[src/rtl/i2c_reg_master.sv]
// Open-drain I2C register master: one command in (START/addr/reg/data/STOP), one response out.
// Each SCL bit is four divider quarters; SCL stretching is honoured at the Q2->Q3 boundary.
module i2c_reg_master #(
    parameter int unsigned CLK_DIV = 250
) (
    input  logic        clk,
    input  logic        resetb,
    input  logic        cmd_valid,
    output logic        cmd_ready,
    input  logic        cmd_rw,
    input  logic [6:0]  cmd_dev,
    input  logic [7:0]  cmd_reg,
    input  logic [1:0]  cmd_len_m1,
    input  logic [31:0] cmd_wdata,
    output logic        rsp_valid,
    output logic [31:0] rsp_rdata,
    output logic        rsp_nack,
    output logic        busy,
    input  logic        scl_in,
    input  logic        sda_in,
    output logic        scl_oe,
    output logic        sda_oe
);

    localparam int unsigned DW = (CLK_DIV > 1) ? $clog2(CLK_DIV) : 1;
    localparam logic [DW-1:0] DIV_LAST = DW'(CLK_DIV - 1);

    typedef enum logic [3:0] {
        S_IDLE, S_START, S_ADDR_W, S_REG, S_WDATA,
        S_RSTART, S_ADDR_R, S_RDATA, S_STOP, S_DONE
    } state_t;

    state_t         state_q, state_d;
    logic [1:0]     quarter_q, quarter_d;
    logic [DW-1:0]  div_q, div_d;
    logic [3:0]     bit_q, bit_d;
    logic [1:0]     byte_q, byte_d;
    logic [7:0]     sh_q, sh_d;
    logic [31:0]    rd_q, rd_d;
    logic           nack_q, nack_d;
    logic           rw_q, rw_d;
    logic [6:0]     dev_q, dev_d;
    logic [7:0]     reg_q, reg_d;
    logic [1:0]     len_q, len_d;
    logic [31:0]    wdata_q, wdata_d;
    logic [31:0]    rsp_rdata_q, rsp_rdata_d;
    logic           rsp_nack_q, rsp_nack_d;
    logic [1:0]     scl_sync_q, sda_sync_q;

    logic scl_s, sda_s, tick, stall, adv, bit_end;
    logic [1:0] byte_nx;

    assign scl_s   = scl_sync_q[1];
    assign sda_s   = sda_sync_q[1];
    assign tick    = (div_q == DIV_LAST);
    assign stall   = (quarter_q == 2'd2) && !scl_s;
    assign adv     = tick && !stall;
    assign bit_end = adv && (quarter_q == 2'd3);
    assign byte_nx = byte_q + 2'd1;

    // Synchronizers idle high to match a pulled-up bus.
    always_ff @(posedge clk or negedge resetb) begin
        if (!resetb) begin
            scl_sync_q <= '1;
            sda_sync_q <= '1;
        end else begin
            scl_sync_q <= {scl_sync_q[0], scl_in};
            sda_sync_q <= {sda_sync_q[0], sda_in};
        end
    end

    always_ff @(posedge clk or negedge resetb) begin
        if (!resetb) begin
            state_q     <= S_IDLE;
            quarter_q   <= '0;
            div_q       <= '0;
            bit_q       <= '0;
            byte_q      <= '0;
            sh_q        <= '0;
            rd_q        <= '0;
            nack_q      <= 1'b0;
            rw_q        <= 1'b0;
            dev_q       <= '0;
            reg_q       <= '0;
            len_q       <= '0;
            wdata_q     <= '0;
            rsp_rdata_q <= '0;
            rsp_nack_q  <= 1'b0;
        end else begin
            state_q     <= state_d;
            quarter_q   <= quarter_d;
            div_q       <= div_d;
            bit_q       <= bit_d;
            byte_q      <= byte_d;
            sh_q        <= sh_d;
            rd_q        <= rd_d;
            nack_q      <= nack_d;
            rw_q        <= rw_d;
            dev_q       <= dev_d;
            reg_q       <= reg_d;
            len_q       <= len_d;
            wdata_q     <= wdata_d;
            rsp_rdata_q <= rsp_rdata_d;
            rsp_nack_q  <= rsp_nack_d;
        end
    end

    always_comb begin
        state_d     = state_q;
        quarter_d   = quarter_q;
        div_d       = div_q;
        bit_d       = bit_q;
        byte_d      = byte_q;
        sh_d        = sh_q;
        rd_d        = rd_q;
        nack_d      = nack_q;
        rw_d        = rw_q;
        dev_d       = dev_q;
        reg_d       = reg_q;
        len_d       = len_q;
        wdata_d     = wdata_q;
        rsp_rdata_d = rsp_rdata_q;
        rsp_nack_d  = rsp_nack_q;

        if (state_q == S_IDLE || state_q == S_DONE) begin
            state_d   = S_IDLE;
            div_d     = '0;
            quarter_d = '0;
            if (cmd_valid) begin
                state_d = S_START;
                rw_d    = cmd_rw;
                dev_d   = cmd_dev;
                reg_d   = cmd_reg;
                len_d   = cmd_len_m1;
                wdata_d = cmd_wdata;
                bit_d   = '0;
                byte_d  = '0;
                nack_d  = 1'b0;
                rd_d    = '0;
            end
        end else begin
            // Divider parks on its last count while a slave stretches SCL in Q2.
            if (tick) div_d = stall ? div_q : '0;
            else      div_d = div_q + DW'(1);
            if (adv) quarter_d = quarter_q + 2'd1;

            if (bit_end) begin
                case (state_q)
                    S_START: begin
                        state_d = S_ADDR_W;
                        sh_d    = {dev_q, 1'b0};
                    end
                    S_RSTART: begin
                        state_d = S_ADDR_R;
                        sh_d    = {dev_q, 1'b1};
                    end
                    S_STOP: begin
                        state_d     = S_DONE;
                        rsp_nack_d  = nack_q;
                        rsp_rdata_d = (rw_q && !nack_q) ? rd_q : '0;
                    end
                    S_ADDR_W, S_REG, S_WDATA, S_ADDR_R, S_RDATA: begin
                        if (bit_q != 4'd8) begin
                            bit_d = bit_q + 4'd1;
                            sh_d  = {sh_q[6:0], sda_s};
                        end else begin
                            bit_d = '0;
                            if (state_q == S_RDATA) begin
                                rd_d[{byte_q, 3'b000} +: 8] = sh_q;
                                if (byte_q == len_q) state_d = S_STOP;
                                else                 byte_d  = byte_nx;
                            end else if (sda_s) begin
                                nack_d  = 1'b1;
                                state_d = S_STOP;
                            end else begin
                                case (state_q)
                                    S_ADDR_W: begin
                                        state_d = S_REG;
                                        sh_d    = reg_q;
                                    end
                                    S_REG: begin
                                        byte_d = '0;
                                        if (rw_q) begin
                                            state_d = S_RSTART;
                                        end else begin
                                            state_d = S_WDATA;
                                            sh_d    = wdata_q[7:0];
                                        end
                                    end
                                    S_WDATA: begin
                                        if (byte_q == len_q) begin
                                            state_d = S_STOP;
                                        end else begin
                                            byte_d = byte_nx;
                                            sh_d   = wdata_q[{byte_nx, 3'b000} +: 8];
                                        end
                                    end
                                    default: begin
                                        state_d = S_RDATA;
                                        byte_d  = '0;
                                    end
                                endcase
                            end
                        end
                    end
                    default: state_d = S_IDLE;
                endcase
            end
        end
    end

    always_comb begin
        scl_oe = 1'b0;
        sda_oe = 1'b0;
        case (state_q)
            S_START: sda_oe = quarter_q[1];
            S_RSTART: begin
                scl_oe = !quarter_q[1];
                sda_oe = (quarter_q == 2'd3);
            end
            S_STOP: begin
                scl_oe = !quarter_q[1];
                sda_oe = (quarter_q != 2'd3);
            end
            S_ADDR_W, S_REG, S_WDATA, S_ADDR_R: begin
                scl_oe = !quarter_q[1];
                sda_oe = (bit_q != 4'd8) ? !sh_q[7] : 1'b0;
            end
            S_RDATA: begin
                scl_oe = !quarter_q[1];
                sda_oe = (bit_q == 4'd8) && (byte_q != len_q);
            end
            default: ;
        endcase
    end

    assign cmd_ready = (state_q == S_IDLE) || (state_q == S_DONE);
    assign busy      = !cmd_ready;
    assign rsp_valid = (state_q == S_DONE);
    assign rsp_rdata = rsp_rdata_q;
    assign rsp_nack  = rsp_nack_q;

endmodule

[config.mk]
export PLATFORM = sky130hd
export DESIGN_NAME = i2c_reg_master
export DESIGN_NICKNAME = d
export VERILOG_FILES = /design/src/rtl/i2c_reg_master.sv
export SDC_FILE = /design/constraint.sdc
export NUM_CORES = 1
export LEC_CHECK = 0
export ABC_AREA = 1
export BUFFER_PORTS_ARGS = -buffer_cell sky130_fd_sc_hd__buf_2
export CAP_MARGIN = 20
export CORE_MARGIN = 2
export CORE_UTILIZATION = 48
export CTS_BUF_LIST = sky130_fd_sc_hd__clkbuf_8 sky130_fd_sc_hd__clkbuf_16
export CTS_CLUSTER_SIZE = 30
export DETAILED_ROUTE_END_ITERATION = 10
export HOLD_SLACK_MARGIN = 0.12
export PLACE_DENSITY_LB_ADDON = 0.05
export SYNTH_ARGS = -nofsm -noshare
export SYNTH_HDL_FRONTEND = slang
export SYNTH_SLANG_ARGS = --single-unit
export TNS_END_PERCENT = 5
[constraint.sdc]
create_clock -name clk -period 3.25 [get_ports clk]
set_clock_uncertainty 0.15 [all_clocks]
set_input_delay 0.65 -clock clk [delete_from_list [all_inputs] [get_ports clk]]
set_output_delay 0.65 -clock clk [all_outputs]
set_load 0.005 [all_outputs]
# ---- Yosys cells after proc, flatten, opt, wreduce, memory -nomap -nowiden
# Cells that the tools add are included.
# Widths: inputs -> output; s select.
dict set report word_totals {
  reg_bits 148
  output_inout_bits 38
  word_cells 139
}
dict set report op_classes {
  addsub 5
  eq_ne 29
  shifts 3
  n_mux 54
  bitwise_logic 1
  reduce_logical 30
}
# cell n
set op_table {}
lappend op_table {{$mux 32} 7}
lappend op_table {{$mux 8} 8}
lappend op_table {{$pmux 8 s3} 2}
lappend op_table {{$mux 4} 11}
lappend op_table {{$bwmux 32} 1}
lappend op_table {{$shift 8x7->32 const A} 1}
lappend op_table {{$shiftx 32x6->8} 1}
lappend op_table {{$shiftx 8x7->32} 1}
lappend op_table {{$mux 2} 10}
lappend op_table {{$eq 4x3->1 const B} 4}
lappend op_table {{$pmux 4 s4} 1}
lappend op_table {{$ne 3x3->1 const B} 5}
lappend op_table {{$eq 4x4->1 const B} 3}
lappend op_table {{$ne 4x4->1 const B} 3}
lappend op_table {{$pmux 4 s3} 1}
lappend op_table {{$reduce_and 6->1} 2}
lappend op_table {{$mux 1} 11}
lappend op_table {{$reduce_bool 2->1} 5}
lappend op_table {{$add 8x1->8 const B} 1}
lappend op_table {{$eq 4x2->1 const B} 2}
lappend op_table {{$eq 8x8->1 const B} 1}
lappend op_table {{$ne 2x2->1 const B} 4}
lappend op_table {{$reduce_and 8->1} 1}
lappend op_table {{$neg 5->7} 1}
lappend op_table {{22 further kinds} 35}

# ---- Longest topological paths before layout
dict set report logic_depth {
  word_depth 9
  mapped_depth 14
  depth_no_buf 13
}

# ---- Worst setup path after synthesis
# Ideal clock, no wire load.
dict set report synth_path {
  kind {register -> register}
  from {register byte_q[0]}
  to {register rd_q[10]}
  arrival_time_ns 2.056
  t_required_ns 3.035
  slack_ns 0.979
  stages_incl_launch_ff 11
  path_buffers 4
  synth_period_minus_slack_ns 2.271
  cell_sequence {dfrtp_1 -> buf_2 -> inv_1 -> buf_2 -> ha_1 -> buf_2 -> clkbuf_1 -> nand3_1 -> nor3_1 -> nand4_1 -> nand2_1}
}
dict set report synth_via {
  elab_chain_cells 8
  elab_cells_between_ends 9
}
# item line
set synth_lines {}
lappend synth_lines {{from (decl)} 37} ;# logic [1:0] byte_q, byte_d;
lappend synth_lines {{from (signal assigned)} 94} ;# byte_q <= byte_d;
lappend synth_lines {{$neg 5->7 (*)} 169} ;# rd_d[{byte_q, 3'b000} +: 8] = sh_q;
lappend synth_lines {{$shiftx 8x7->32 or $shift 8x7->32 (tied branches)} 169}
lappend synth_lines {{$bwmux 32 (*)} 169}
lappend synth_lines {{$mux 32 (*)} 168} ;# if (state_q == S_RDATA) begin
lappend synth_lines {{$mux 32 (*)} 163} ;# if (bit_q != 4'd8) begin
lappend synth_lines {{$mux 32 (*)} 148} ;# case (state_q)
lappend synth_lines {{$mux 32 (*)} 147} ;# if (bit_end) begin
lappend synth_lines {{$mux 32 (*)} 125} ;# if (state_q == S_IDLE || state_q == S_DONE) begin
lappend synth_lines {{to (signal assigned)} 96} ;# rd_q <= rd_d;
lappend synth_lines {{to (decl)} 39} ;# logic [31:0] rd_q, rd_d;
# Every way passes the cells marked *; elsewhere a longest branch is shown, timed or not. The select of a mux whose other input is x is not followed.
# A chain may end at the register's enable or synchronous reset.

# ---- Worst setup path after layout
dict set report layout_path {
  from {register state_q[1]}
  to {output scl_oe}
}
dict set report layout_via {
  elab_chain_cells 3
  elab_cells_between_ends 9
}
# item line
set layout_lines {}
lappend layout_lines {{from (decl)} 33} ;# state_t state_q, state_d;
lappend layout_lines {{from (signal assigned)} 90} ;# state_q <= state_d;
lappend layout_lines {{$eq 4x3->1 (tied with other cells)} 215} ;# case (state_q)
lappend layout_lines {{$reduce_or 7->1 (no source line) (*)} --}
lappend layout_lines {{$mux 1 (*)} --}
lappend layout_lines {{to (decl)} 21} ;# output logic scl_oe,
# Every way passes the cells marked *; elsewhere a longest branch is shown, timed or not.

==> impl_metrics.env <==
export IMPL_vias=6379
export IMPL_core_um2=15100
export IMPL_crit_chain="nor2_1 -> inv_1 -> nor3_1 -> inv_1 -> a31oi_1 -> buf_2"
export IMPL_critPathRequiredTime_ns=2.45
export IMPL_critPathBufInv=3
export IMPL_worst_setup_path_start_kind="flip-flop"
export IMPL_fmax_ghz=0.341
export IMPL_avgSynthCellArea_um2=7.62
export IMPL_drtAntennaViolNets=0
export IMPL_path_delay_family="simple AND/OR/NAND/NOR gates"
export IMPL_antenna_found_initial=0
export IMPL_synth_seq_cells=148
export IMPL_cp_slowest_cell="dfrtp_1"
export IMPL_rsz0062_at_grt="no"
export IMPL_crit_top_cell="inv_1"
export IMPL_drv_slew=0
export IMPL_grt_max_degree=67
export IMPL_power_per_cell_area_nw_per_um2=459
export IMPL_diodes=0
export IMPL_grt_pass1_vias=5962
export IMPL_area_growth_pct=15.7
export IMPL_maxCapViolCount=0
export IMPL_drt_iter0_markers=469
export IMPL_die_area_um2=16500
export IMPL_h_tree_depth=4
export IMPL_grt_pass1_wl_mm=29.6
export IMPL_timing_rr_end="rd_q[6]"
export IMPL_instances_no_fill=1253
export IMPL_cts_tree="built"
export IMPL_leakage_nw=4.44
export IMPL_die_x_um=128
export IMPL_place_hpwl_mm=12.4
export IMPL_fillers=1461
export IMPL_multiInputGateArea_um2=3250
export IMPL_ir_drop_mv=0.366
export IMPL_wl_mm=17.6
export IMPL_layout_drive_gt1_share_pct=15.2
export IMPL_root_buffer="clkbuf_16"
export IMPL_finalWorstSetupSlack_ns=0.315
export IMPL_path_max_fanout=5
export IMPL_final_nets=1118
export IMPL_reg2reg_from="bit_q[0]"
export IMPL_synth_top_area_cell="dfrtp_1"
export IMPL_via_per_inst=5.09
export IMPL_finalCritPeriodShare_pct=90.3
export IMPL_initial_core_util_pct=49.1
export IMPL_yosysSeqAreaShare_pct=49.9
export IMPL_whs_endpoint="scl_sync_q[0]"
export IMPL_power_total_w=0.00394
export IMPL_hold_start="scl_in"
export IMPL_cts_buffers_inserted=17
export IMPL_synthCells=976
export IMPL_gp_congestion=0.906
export IMPL_post_drt_wl_per_cell_um=14.0
export IMPL_crit_type="reg -> out"
export IMPL_place_inst=1220
export IMPL_clk_path_buf_depth=2
export IMPL_die_h_um=128
export IMPL_mostFrequentLayoutCell="nand2_1"
export IMPL_final_cell_mix="413 x nand2_1, 144 x dfrtp_1, 91 x o21ai_0, 91 x buf_2, 64 x inv_1"
export IMPL_seq_area_um2=3710
export IMPL_min_path_cells=1
export IMPL_worst_pin_slew_ns=0.659
export IMPL_setup_viol=0
export IMPL_first_pass_iters=5
export IMPL_synthesis_area_um2=7430
export IMPL_status="completed"
export IMPL_syn_nets=1042
export IMPL_timing_setup_tns_ns=0
export IMPL_rrSetupSlack_ns=0.74
export IMPL_maxSlewHeadroom_pct=56.0
export IMPL_overflow=0
export IMPL_grt_util_all_layers_pct=22.5
export IMPL_pin_count=93
export IMPL_clk_latency_ns=0.42
export IMPL_cts_sinks=148
export IMPL_ys_top_cells_by_area="dfrtp_1 48%, nand2_1 21%, o21ai_0 6.1%, nand4_1 3.4%, inv_1 3.1%"
export IMPL_synth_top_cell_area_share_pct=48.5
export IMPL_path_clk_slew_ns=0.06
export IMPL_cp_data_arrival_time_ns=2.14
export IMPL_synth_distinct_cells=34
export IMPL_endpoint_kind="output pin"
export IMPL_rows=45
export IMPL_reg2reg_depth=10
export IMPL_hold_violations=0
export IMPL_period_minus_slack_ns=2.94
export IMPL_preCtsSetupSlack_ns=0.751
export IMPL_yosysWarnings=0
export IMPL_fin_util_pct=56.8
export IMPL_min_path_type="in -> reg"
export IMPL_io_buffers=92
export IMPL_drc=0
export IMPL_cts_resized=0
export IMPL_critPathMaxStageDelay_ns=0.44
routing by layer:
metal  wire, µm  GRT usage (%)  vias to the layer above
met4        378           8.79                        0
met1       8590           31.5                     2925
met5          0              0                        -
met3        584           3.62                       29
met2       8050           35.5                      136
li1           -              -                     3289
repair_timing:
item,4_1_cts,5_1_grt
hold buffers,1,0
hold endpoints to repair,60,0
setup endpoints to repair,0,0
buffers inserted,0,0
stage by stage:
stage                     hold slack [ns]  cell area (µm²)
final                               0.177             8600
after global placement              0.196             8010
after detailed placement            0.197             8010
after global routing                0.167             8600
after floorplan                     0.195             7430
after CTS                           0.160             8600
layout make-up:
class	instances	area share, %
inverter	64	2.79
clock buffer	18	5.11
clock inverter	14	1.61
timing repair buffer	105	6.88
sequential	148	43.1
tap	188	2.73
multi-input combinational	716	37.8
state kept, by name, summed over array words and instances, names as in the netlist, 4 cells and up:
| register | flops |
|---|---|
| wdata_q | 32 |
| bit_q | 4 |
| rsp_rdata | 32 |
| div_q | 8 |
| rd_q | 32 |
| state_q | 4 |
| sh_q | 8 |
| dev_q | 7 |
| reg_q | 8 |
cell usage after synthesis:
master / number
a21oi_1: 28
a31oi_1: 2
buf_1: 3
buf_2: 17
buf_4: 6
buf_6: 2
clkbuf_1: 18
clkbuf_2: 2
dfrtp_1: 144
dfstp_2: 4
ha_1: 11
inv_1: 61
inv_2: 3
nand2_1: 414
nand2_2: 3
nand3_1: 24
nand3b_1: 1
nand4_1: 40
nand4_2: 4
nor2_1: 52
nor2_2: 3
nor2_4: 4
nor3_1: 20
nor3b_1: 5
o211ai_1: 2
o21ai_0: 91
o21ai_1: 1
o21ai_2: 1
o221ai_1: 1
o22ai_1: 1
o31ai_1: 1
or2_2: 5
xnor2_1: 1
xor2_1: 1
power breakdown:
part / internal, W / switching, W
registers: 0.00188 / 0.0000180
logic: 0.0000507 / 0.0000888
clock network: 0.00114 / 0.000762
how the worst max path moves through the flow:
stage / start / endpoint / slack, ns / cells past startpoint
finish: state_q[1] / scl_oe / 0.31 / 6
global placement: state_q[1] / scl_oe / 0.74 / 6
detailed placement: state_q[1] / scl_oe / 0.75 / 6
floorplan: byte_q[0] / rd_q[10] / 0.98 / 10
CTS: state_q[1] / scl_oe / 0.30 / 6
global route: state_q[1] / scl_oe / 0.15 / 6
worst reg2reg max path, delay by kind of cell, from the launching register on:
family / cells / cell delay, ns
adders and majority gates: 1 / 0.14
and+or+nand+nor: 5 / 1.03
buffers and inverters: 3 / 0.37
DFF: 1 / 0.41
AOI/OAI and AO/OA: 1 / 0.34
logic make-up after synthesis:
logic type / synth area share (%)
xor+xnor: 0.236
flops: 49.9
simple gates: 32.7
fa+ha+maj: 1.85
compound gates: 8.87
buf+inv: 6.48
(Power assumes the default switching activity.)
